===== src/rtl/reg_dump_uart_tx.sv =====
// Debug serial output: walks the register file and sends each register as lowercase hex + CR LF over UART.
// Optional feature macro: DSO_PARITY_EN (adds an even-parity bit, 8E1 instead of 8N1).
module reg_dump_uart_tx #(
    parameter int unsigned XLEN         = 32,
    parameter int unsigned REG_CNT      = 32,
    parameter int unsigned CLKS_PER_BIT = 868
) (
    input  logic            i_clk,
    input  logic            i_rst_n,
    input  logic            i_start,
    output logic [4:0]      o_reg_addr,
    input  logic [XLEN-1:0] i_reg_data,
    output logic            o_tx,
    output logic            o_busy,
    output logic            o_done
);

    localparam int unsigned DIGITS = XLEN / 4;
    localparam int unsigned DIG_W  = $clog2(DIGITS);
    localparam int unsigned BAUD_W = $clog2(CLKS_PER_BIT);

    localparam logic [BAUD_W-1:0] BAUD_LAST = BAUD_W'(CLKS_PER_BIT - 1);
    localparam logic [4:0]        ADDR_LAST = 5'(REG_CNT - 1);
    localparam logic [DIG_W-1:0]  DIG_LAST  = DIG_W'(DIGITS - 1);

    typedef enum logic [3:0] {
        ST_IDLE,
        ST_FETCH,
        ST_LOAD,
        ST_START,
        ST_DATA,
`ifdef DSO_PARITY_EN
        ST_PARITY,
`endif
        ST_STOP,
        ST_NEXT,
        ST_DONE
    } state_e;

    typedef enum logic [1:0] {PH_DIGIT, PH_CR, PH_LF, PH_END} phase_e;

    state_e            state_q, state_d;
    phase_e            phase_q, phase_d;
    logic [1:0]        sync_q, sync_d;
    logic              start_prev_q, start_prev_d;
    logic [XLEN-1:0]   snap_q, snap_d;
    logic [DIG_W-1:0]  dig_q, dig_d;
    logic [7:0]        byte_q, byte_d;
    logic [2:0]        bit_q, bit_d;
    logic [BAUD_W-1:0] baud_q, baud_d;
    logic [4:0]        addr_q, addr_d;
    logic              tx_q, tx_d;
    logic              busy_q, busy_d;
    logic              done_q, done_d;
    logic              start_edge_c;
    logic              baud_last_c;

    function automatic logic [7:0] hex_char(input logic [3:0] n);
        return (n < 4'd10) ? 8'(8'h30 + {4'h0, n}) : 8'(8'h57 + {4'h0, n});
    endfunction

    assign start_edge_c = sync_q[1] & ~start_prev_q;
    assign baud_last_c  = (baud_q == BAUD_LAST);

    always_ff @(posedge i_clk or negedge i_rst_n) begin
        if (!i_rst_n) begin
            state_q      <= ST_IDLE;
            phase_q      <= PH_DIGIT;
            sync_q       <= '0;
            start_prev_q <= 1'b0;
            snap_q       <= '0;
            dig_q        <= '0;
            byte_q       <= '0;
            bit_q        <= '0;
            baud_q       <= '0;
            addr_q       <= '0;
            tx_q         <= 1'b1;
            busy_q       <= 1'b0;
            done_q       <= 1'b0;
        end else begin
            state_q      <= state_d;
            phase_q      <= phase_d;
            sync_q       <= sync_d;
            start_prev_q <= start_prev_d;
            snap_q       <= snap_d;
            dig_q        <= dig_d;
            byte_q       <= byte_d;
            bit_q        <= bit_d;
            baud_q       <= baud_d;
            addr_q       <= addr_d;
            tx_q         <= tx_d;
            busy_q       <= busy_d;
            done_q       <= done_d;
        end
    end

    // Next-state and datapath; registered outputs are derived from the next state.
    always_comb begin
        state_d      = state_q;
        phase_d      = phase_q;
        sync_d       = {sync_q[0], i_start};
        start_prev_d = sync_q[1];
        snap_d       = snap_q;
        dig_d        = dig_q;
        byte_d       = byte_q;
        bit_d        = bit_q;
        baud_d       = baud_q;
        addr_d       = addr_q;

        case (state_q)
            ST_IDLE: begin
                if (start_edge_c) begin
                    state_d = ST_FETCH;
                    addr_d  = '0;
                end
            end
            ST_FETCH: begin
                snap_d  = i_reg_data;
                dig_d   = DIG_LAST;
                phase_d = PH_DIGIT;
                state_d = ST_LOAD;
            end
            ST_LOAD: begin
                baud_d  = '0;
                bit_d   = '0;
                state_d = ST_START;
                case (phase_q)
                    PH_DIGIT: begin
                        byte_d = hex_char(snap_q[XLEN-1 -: 4]);
                        snap_d = snap_q << 4;
                        if (dig_q == '0) begin
                            phase_d = PH_CR;
                        end else begin
                            dig_d = DIG_W'(dig_q - 1'b1);
                        end
                    end
                    PH_CR: begin
                        byte_d  = 8'h0d;
                        phase_d = PH_LF;
                    end
                    default: begin
                        byte_d  = 8'h0a;
                        phase_d = PH_END;
                    end
                endcase
            end
            ST_START: begin
                baud_d = BAUD_W'(baud_q + 1'b1);
                if (baud_last_c) begin
                    baud_d  = '0;
                    state_d = ST_DATA;
                end
            end
            ST_DATA: begin
                baud_d = BAUD_W'(baud_q + 1'b1);
                if (baud_last_c) begin
                    baud_d = '0;
                    if (bit_q == 3'd7) begin
`ifdef DSO_PARITY_EN
                        state_d = ST_PARITY;
`else
                        state_d = ST_STOP;
`endif
                    end else begin
                        bit_d = 3'(bit_q + 1'b1);
                    end
                end
            end
`ifdef DSO_PARITY_EN
            ST_PARITY: begin
                baud_d = BAUD_W'(baud_q + 1'b1);
                if (baud_last_c) begin
                    baud_d  = '0;
                    state_d = ST_STOP;
                end
            end
`endif
            ST_STOP: begin
                baud_d = BAUD_W'(baud_q + 1'b1);
                if (baud_last_c) begin
                    baud_d = '0;
                    if (phase_q != PH_END) begin
                        state_d = ST_LOAD;
                    end else if (addr_q == ADDR_LAST) begin
                        state_d = ST_DONE;
                        addr_d  = '0;
                    end else begin
                        state_d = ST_NEXT;
                    end
                end
            end
            ST_NEXT: begin
                addr_d  = 5'(addr_q + 1'b1);
                state_d = ST_FETCH;
            end
            ST_DONE: begin
                state_d = ST_IDLE;
            end
            default: begin
                state_d = ST_IDLE;
            end
        endcase

        case (state_d)
            ST_START: tx_d = 1'b0;
            ST_DATA:  tx_d = byte_d[bit_d];
`ifdef DSO_PARITY_EN
            ST_PARITY: tx_d = ^byte_d;
`endif
            default:  tx_d = 1'b1;
        endcase
        busy_d = (state_d != ST_IDLE) && (state_d != ST_DONE);
        done_d = (state_d == ST_DONE);
    end

    assign o_reg_addr = addr_q;
    assign o_tx       = tx_q;
    assign o_busy     = busy_q;
    assign o_done     = done_q;

endmodule


===== config.mk =====
export PLATFORM = sky130hd
export DESIGN_NAME = reg_dump_uart_tx
export DESIGN_NICKNAME = d
export VERILOG_FILES = /design/src/rtl/reg_dump_uart_tx.sv
export SDC_FILE = /design/constraint.sdc
export NUM_CORES = 1
export LEC_CHECK = 0
export CORE_MARGIN = 4
export CORE_UTILIZATION = 26
export CTS_CLUSTER_DIAMETER = 100
export DETAILED_ROUTE_END_ITERATION = 12
export SKIP_CTS_REPAIR_TIMING = 1
export SYNTH_ARGS = -nofsm -noshare
export SYNTH_HDL_FRONTEND = slang
export SYNTH_SLANG_ARGS = --single-unit

===== constraint.sdc =====
create_clock -name i_clk -period 2.4 [get_ports i_clk]
set_clock_uncertainty 0.2 [all_clocks]
set_input_delay 0.24 -clock i_clk [delete_from_list [all_inputs] [get_ports i_clk]]
set_output_delay 0.24 -clock i_clk [all_outputs]
set_load 0.01 [all_outputs]

==> summary.txt <==
Worst setup path
  • Crit path launch type: flip-flop
  • Max stage delay on crit path: 390 ps
  • Worst Setup SP: baud_q[3]
  • Top fanout value on the critical path: 6
  • Origin of the critical flop-to-flop path: baud_q[3]
  • Nature of the critical path endpoint: flip-flop
  • Endpoint required time on the critical path: 2450 ps
  • Register-to-register path setup slack: -90 ps
  • Depth of the worst register-to-register path: 7
  • Arrival time worst endpoint: 2540 ps
  • Critical path buffer and inverter count: 0
  • Most used cell, CP: sky130_fd_sc_hd__or3_4
  • Slowest cell on the critical path: sky130_fd_sc_hd__or3_4
  • Largest delay share family, worst path: simple AND/OR/NAND/NOR gates
  • Destination of the critical timing path: o_tx
  • Critical path type: flip-flop to flip-flop
  • Reg-to-reg endpoint: o_tx
  • Sequence of cells on the critical path: or3_4 -> or3_4 -> or3_4 -> nand2_4 -> mux2_4 -> a22oi_2 -> a31oi_1
  • Logic depth of the worst path, buffers included: 7

Power
  • Power Total: 4.10 mW
  • Maximum vdd drop: 0.449 mV
  • Leakage power total: 2.09 nW
  • Internal power contribution: 2.88 mW
  • Relative contribution of the clock network to total power: 32.4%
  • Net switching power: 1.22 mW
  • Part of the total power dissipated in combinational logic: 23.3%
  • Sw Ratio: 29.8%
  • Power per Cell Area: 875 nW/um^2
  • Part of the power in registers: 44.3%

STA
  • Slew Limit Headroom: 53.8%
  • Final total negative setup slack: -93.9 ps
  • Setup repair after global routing missed its margin: yes
  • Max-slew violation total from the final report: 0
  • Pin slew with the least headroom to its limit: 691 ps
  • Final Setup Violations: 1
  • Achievable clock frequency: 0.401 GHz
  • Min setup slack post-route: -93.9 ps
  • Final Critical Period: 2490 ps
  • Share of the clock period used by the worst path after layout: 104%
  • Hold violation count in the final report: 0

Logic synthesis
  • Top cell type's share of synthesized area: 51.4%
  • Distinct cell type count after synthesis: 48
  • Fraction of the mapped netlist area in compound gates: 15.3%
  • Combinational family with the most area after synthesis: simple AND/OR/NAND/NOR gates
  • Mean post-synth cell area: 9.87 um^2
  • Number of synthesis warnings: 0
  • Share of the synthesized netlist area taken by xor and xnor gates: 1.25%
  • Register bit total from synthesis: 73
  • Synth top cells by count: sky130_fd_sc_hd__dfrtp_1 (72), sky130_fd_sc_hd__nand2_1 (57), sky130_fd_sc_hd__o21ai_0 (51)
  • Post-synth top area cell: sky130_fd_sc_hd__dfrtp_1
  • Sequential fraction of the synthesis area: 52.2%
  • Area fraction in and, or, nand and nor cells after synthesis: 16.5%
  • Net count after synthesis: 397
  • Cell types with the largest area share after synthesis: sky130_fd_sc_hd__dfrtp_1 (51%), sky130_fd_sc_hd__mux2i_1 (8.3%), sky130_fd_sc_hd__o21ai_0 (7.3%), sky130_fd_sc_hd__nand2_1 (6.1%), sky130_fd_sc_hd__nor2_1 (2.6%)
  • Share of synthesized cell area in full adder, half adder and majority cells: 2.50%
  • Post-synth EDFFs: 0
  • Count of mapped cells out of synthesis: 355
  • Commonest register cell after synthesis: sky130_fd_sc_hd__dfrtp_1
  • Multiplexer area fraction after synthesis: 8.93%
  • Cell Area, Synth: 3500 um^2
  • Dominant cell by count in the synthesized netlist: sky130_fd_sc_hd__dfrtp_1
  • Ys async rst share: 100%

Final layout
  • Share of the core filled with cells: 35.4%
  • Register cell area after layout: 1830 um^2
  • Area grow syn2layout: 33.7%
  • Fraction of final layout cells sized beyond drive strength 1: 15.3%
  • Antenna fix cells: 0
  • Number of filler cells placed in the layout: 1353
  • Count of non-filler cells in the finished layout: 607
  • Footprint of the multi-input gates: 1600 um^2
  • Number of nets in the finished design: 469

Global routing
  • Pin count of the biggest net entering global routing: 61
  • Remaining global-route overflow: 0
  • Vias in the first global route: 2693
  • GRT Util Overall: 10.3%
  • First-pass GRT wire length: 12500 um
  • Antenna violations before repair: 0

Die
  • Num rows: 42
  • Core footprint: 13200 um^2
  • Initial Utilization: 26.4%
  • Number of top-level pins: 43
  • Die area: 15400 um^2
  • Width of the die: 124 um
  • Vert. Die Dim: 124 um

CTS
  • CTS Root Buffer Type: sky130_fd_sc_hd__clkbuf_16
  • Total clock sinks: 73
  • Total clock buffers created by CTS: 9
  • H-tree levels: 3
  • Insertion delay to the later sink of the worst-skew pair: 330 ps
  • Clock tree from TritonCTS: yes
  • Buffer depth of the longest clock path: 2
  • Clock transition at the register clock pins on the worst setup and hold paths after CTS: 50 ps

Routing
  • Average vias per placed instance: 4.57
  • DRT Pass-1 Iters: 4
  • Residual DRC: 0
  • Post-DR wirelength/cell: 12.8 um
  • Antenna Violating Nets Remaining: 0
  • WL final: 7780 um
  • Number of design-rule violations left by the first detailed-router iteration: 97
  • Via total after detailed routing: 2775

Hold path
  • Hold path startpoint: i_start
  • Path class of the lowest-slack min-delay path: input pin to flip-flop

Placed design
  • Final GP Congestion: 0.855
  • Port Buffer Count: 42
  • Half-perimeter wire length after placement: 5400 um
  • Total placed cells including tap cells: 588

Run status
  • Run status: finished, violations left
  • Failing checks: setup timing

Flow run
  • Max Cap Violations: 0
==> per-layer routing <==
| layer | GRT usage (%) | wire (um) | vias to the layer above |
|---|---|---|---|
| li1 | - | - | 1396 |
| met1 | 13.0 | 3590 | 1332 |
| met2 | 16.3 | 3800 | 36 |
| met3 | 3.32 | 241 | 11 |
| met4 | 4.45 | 148 | 0 |
| met5 | 0 | 0 | - |
==> kinds of logic after synthesis <==
group	Yosys count
flops	73
other cells	1
fa+ha+maj	7
xor+xnor	5
mux	31
simple gates	119
buf+inv	29
compound gates	90
==> worst min path at each step <==
stage	to	depth (start not counted)
floorplan	baud_q[0]	0
global placement	o_busy	1
detailed placement	o_busy	1
CTS	byte_q[6]	1
global route	sync_q[0]	1
finish	sync_q[0]	1
==> layout by cell type (no fill, tap or decap), types with 2 or more instances in the layout <==
cell                              count
sky130_fd_sc_hd__a211oi_1             2
sky130_fd_sc_hd__a21o_1               2
sky130_fd_sc_hd__a21oi_1             10
sky130_fd_sc_hd__a22o_1               5
sky130_fd_sc_hd__a31oi_1              3
sky130_fd_sc_hd__a32oi_1              2
sky130_fd_sc_hd__and3_1               5
sky130_fd_sc_hd__buf_4               32
sky130_fd_sc_hd__clkbuf_16            9
sky130_fd_sc_hd__clkdlybuf4s50_1     41
sky130_fd_sc_hd__clkinv_2             2
sky130_fd_sc_hd__dfrtp_1             72
sky130_fd_sc_hd__ha_1                 6
sky130_fd_sc_hd__inv_1               13
sky130_fd_sc_hd__mux2_4               2
sky130_fd_sc_hd__mux2i_1             29
sky130_fd_sc_hd__nand2_1             57
sky130_fd_sc_hd__nand2b_1             2
sky130_fd_sc_hd__nand3_1              6
sky130_fd_sc_hd__nand4_1              5
sky130_fd_sc_hd__nor2_1              23
sky130_fd_sc_hd__nor2_4               2
sky130_fd_sc_hd__nor2b_1              4
sky130_fd_sc_hd__nor3_1               2
sky130_fd_sc_hd__o21ai_0             49
sky130_fd_sc_hd__o21ai_2              2
sky130_fd_sc_hd__o31ai_1              6
sky130_fd_sc_hd__or3_4                3
sky130_fd_sc_hd__xnor2_1              2
sky130_fd_sc_hd__xor2_1               3
==> flip-flops by register name (all words and copies together) (netlist names) <==
signal and count:
snap_q 32, byte_q 8, phase_q 2, o_reg_addr 5, state_q 4, o_busy 1
o_done 1, bit_q 3, sync_q 2, baud_q 10, start_prev_q 1, dig_q 3
o_tx 1
==> stage by stage <==
| stage | area (um^2) | hold slack [ps] | setup WS [ps] |
|---|---|---|---|
| after global placement | 4330 | 87.3 | -67.3 |
| after CTS | 4630 | -269 | -169 |
| after floorplan | 3500 | -256 | -49.1 |
| final | 4680 | 142 | -93.9 |
| after global routing | 4680 | 127 | -157 |
| after detailed placement | 4330 | 91.5 | -164 |
==> worst reg2reg max path: cells and delay by family (launching register included) <==
family             cells  cell delay [ps]
and+or+nand+nor        4             1260
muxes                  1              310
DFF                    1              370
AOI/OAI and AO/OA      2              280
==> area by class of cell <==
type,instances,area share (%)
repair buffers,76,14.6
multi-input cells,254,34.3
clock inverters,5,1.20
inverters,13,1.04
flip-flops and latches,73,39.0
well taps,176,4.70
clock buffers,10,5.10
==> power groups by stage <==
stage | clock (mW) | combinational (mW) | sequential (mW)
floorplan | 0 | 0.638 | 1.78
global placement | 0 | 0.909 | 1.82
detailed placement | 0 | 0.940 | 1.84
CTS | 1.36 | 0.943 | 1.82
global route | 1.40 | 1.10 | 1.87
finish | 1.33 | 0.954 | 1.82
No activity file was read; power rests on OpenSTA's default activity.
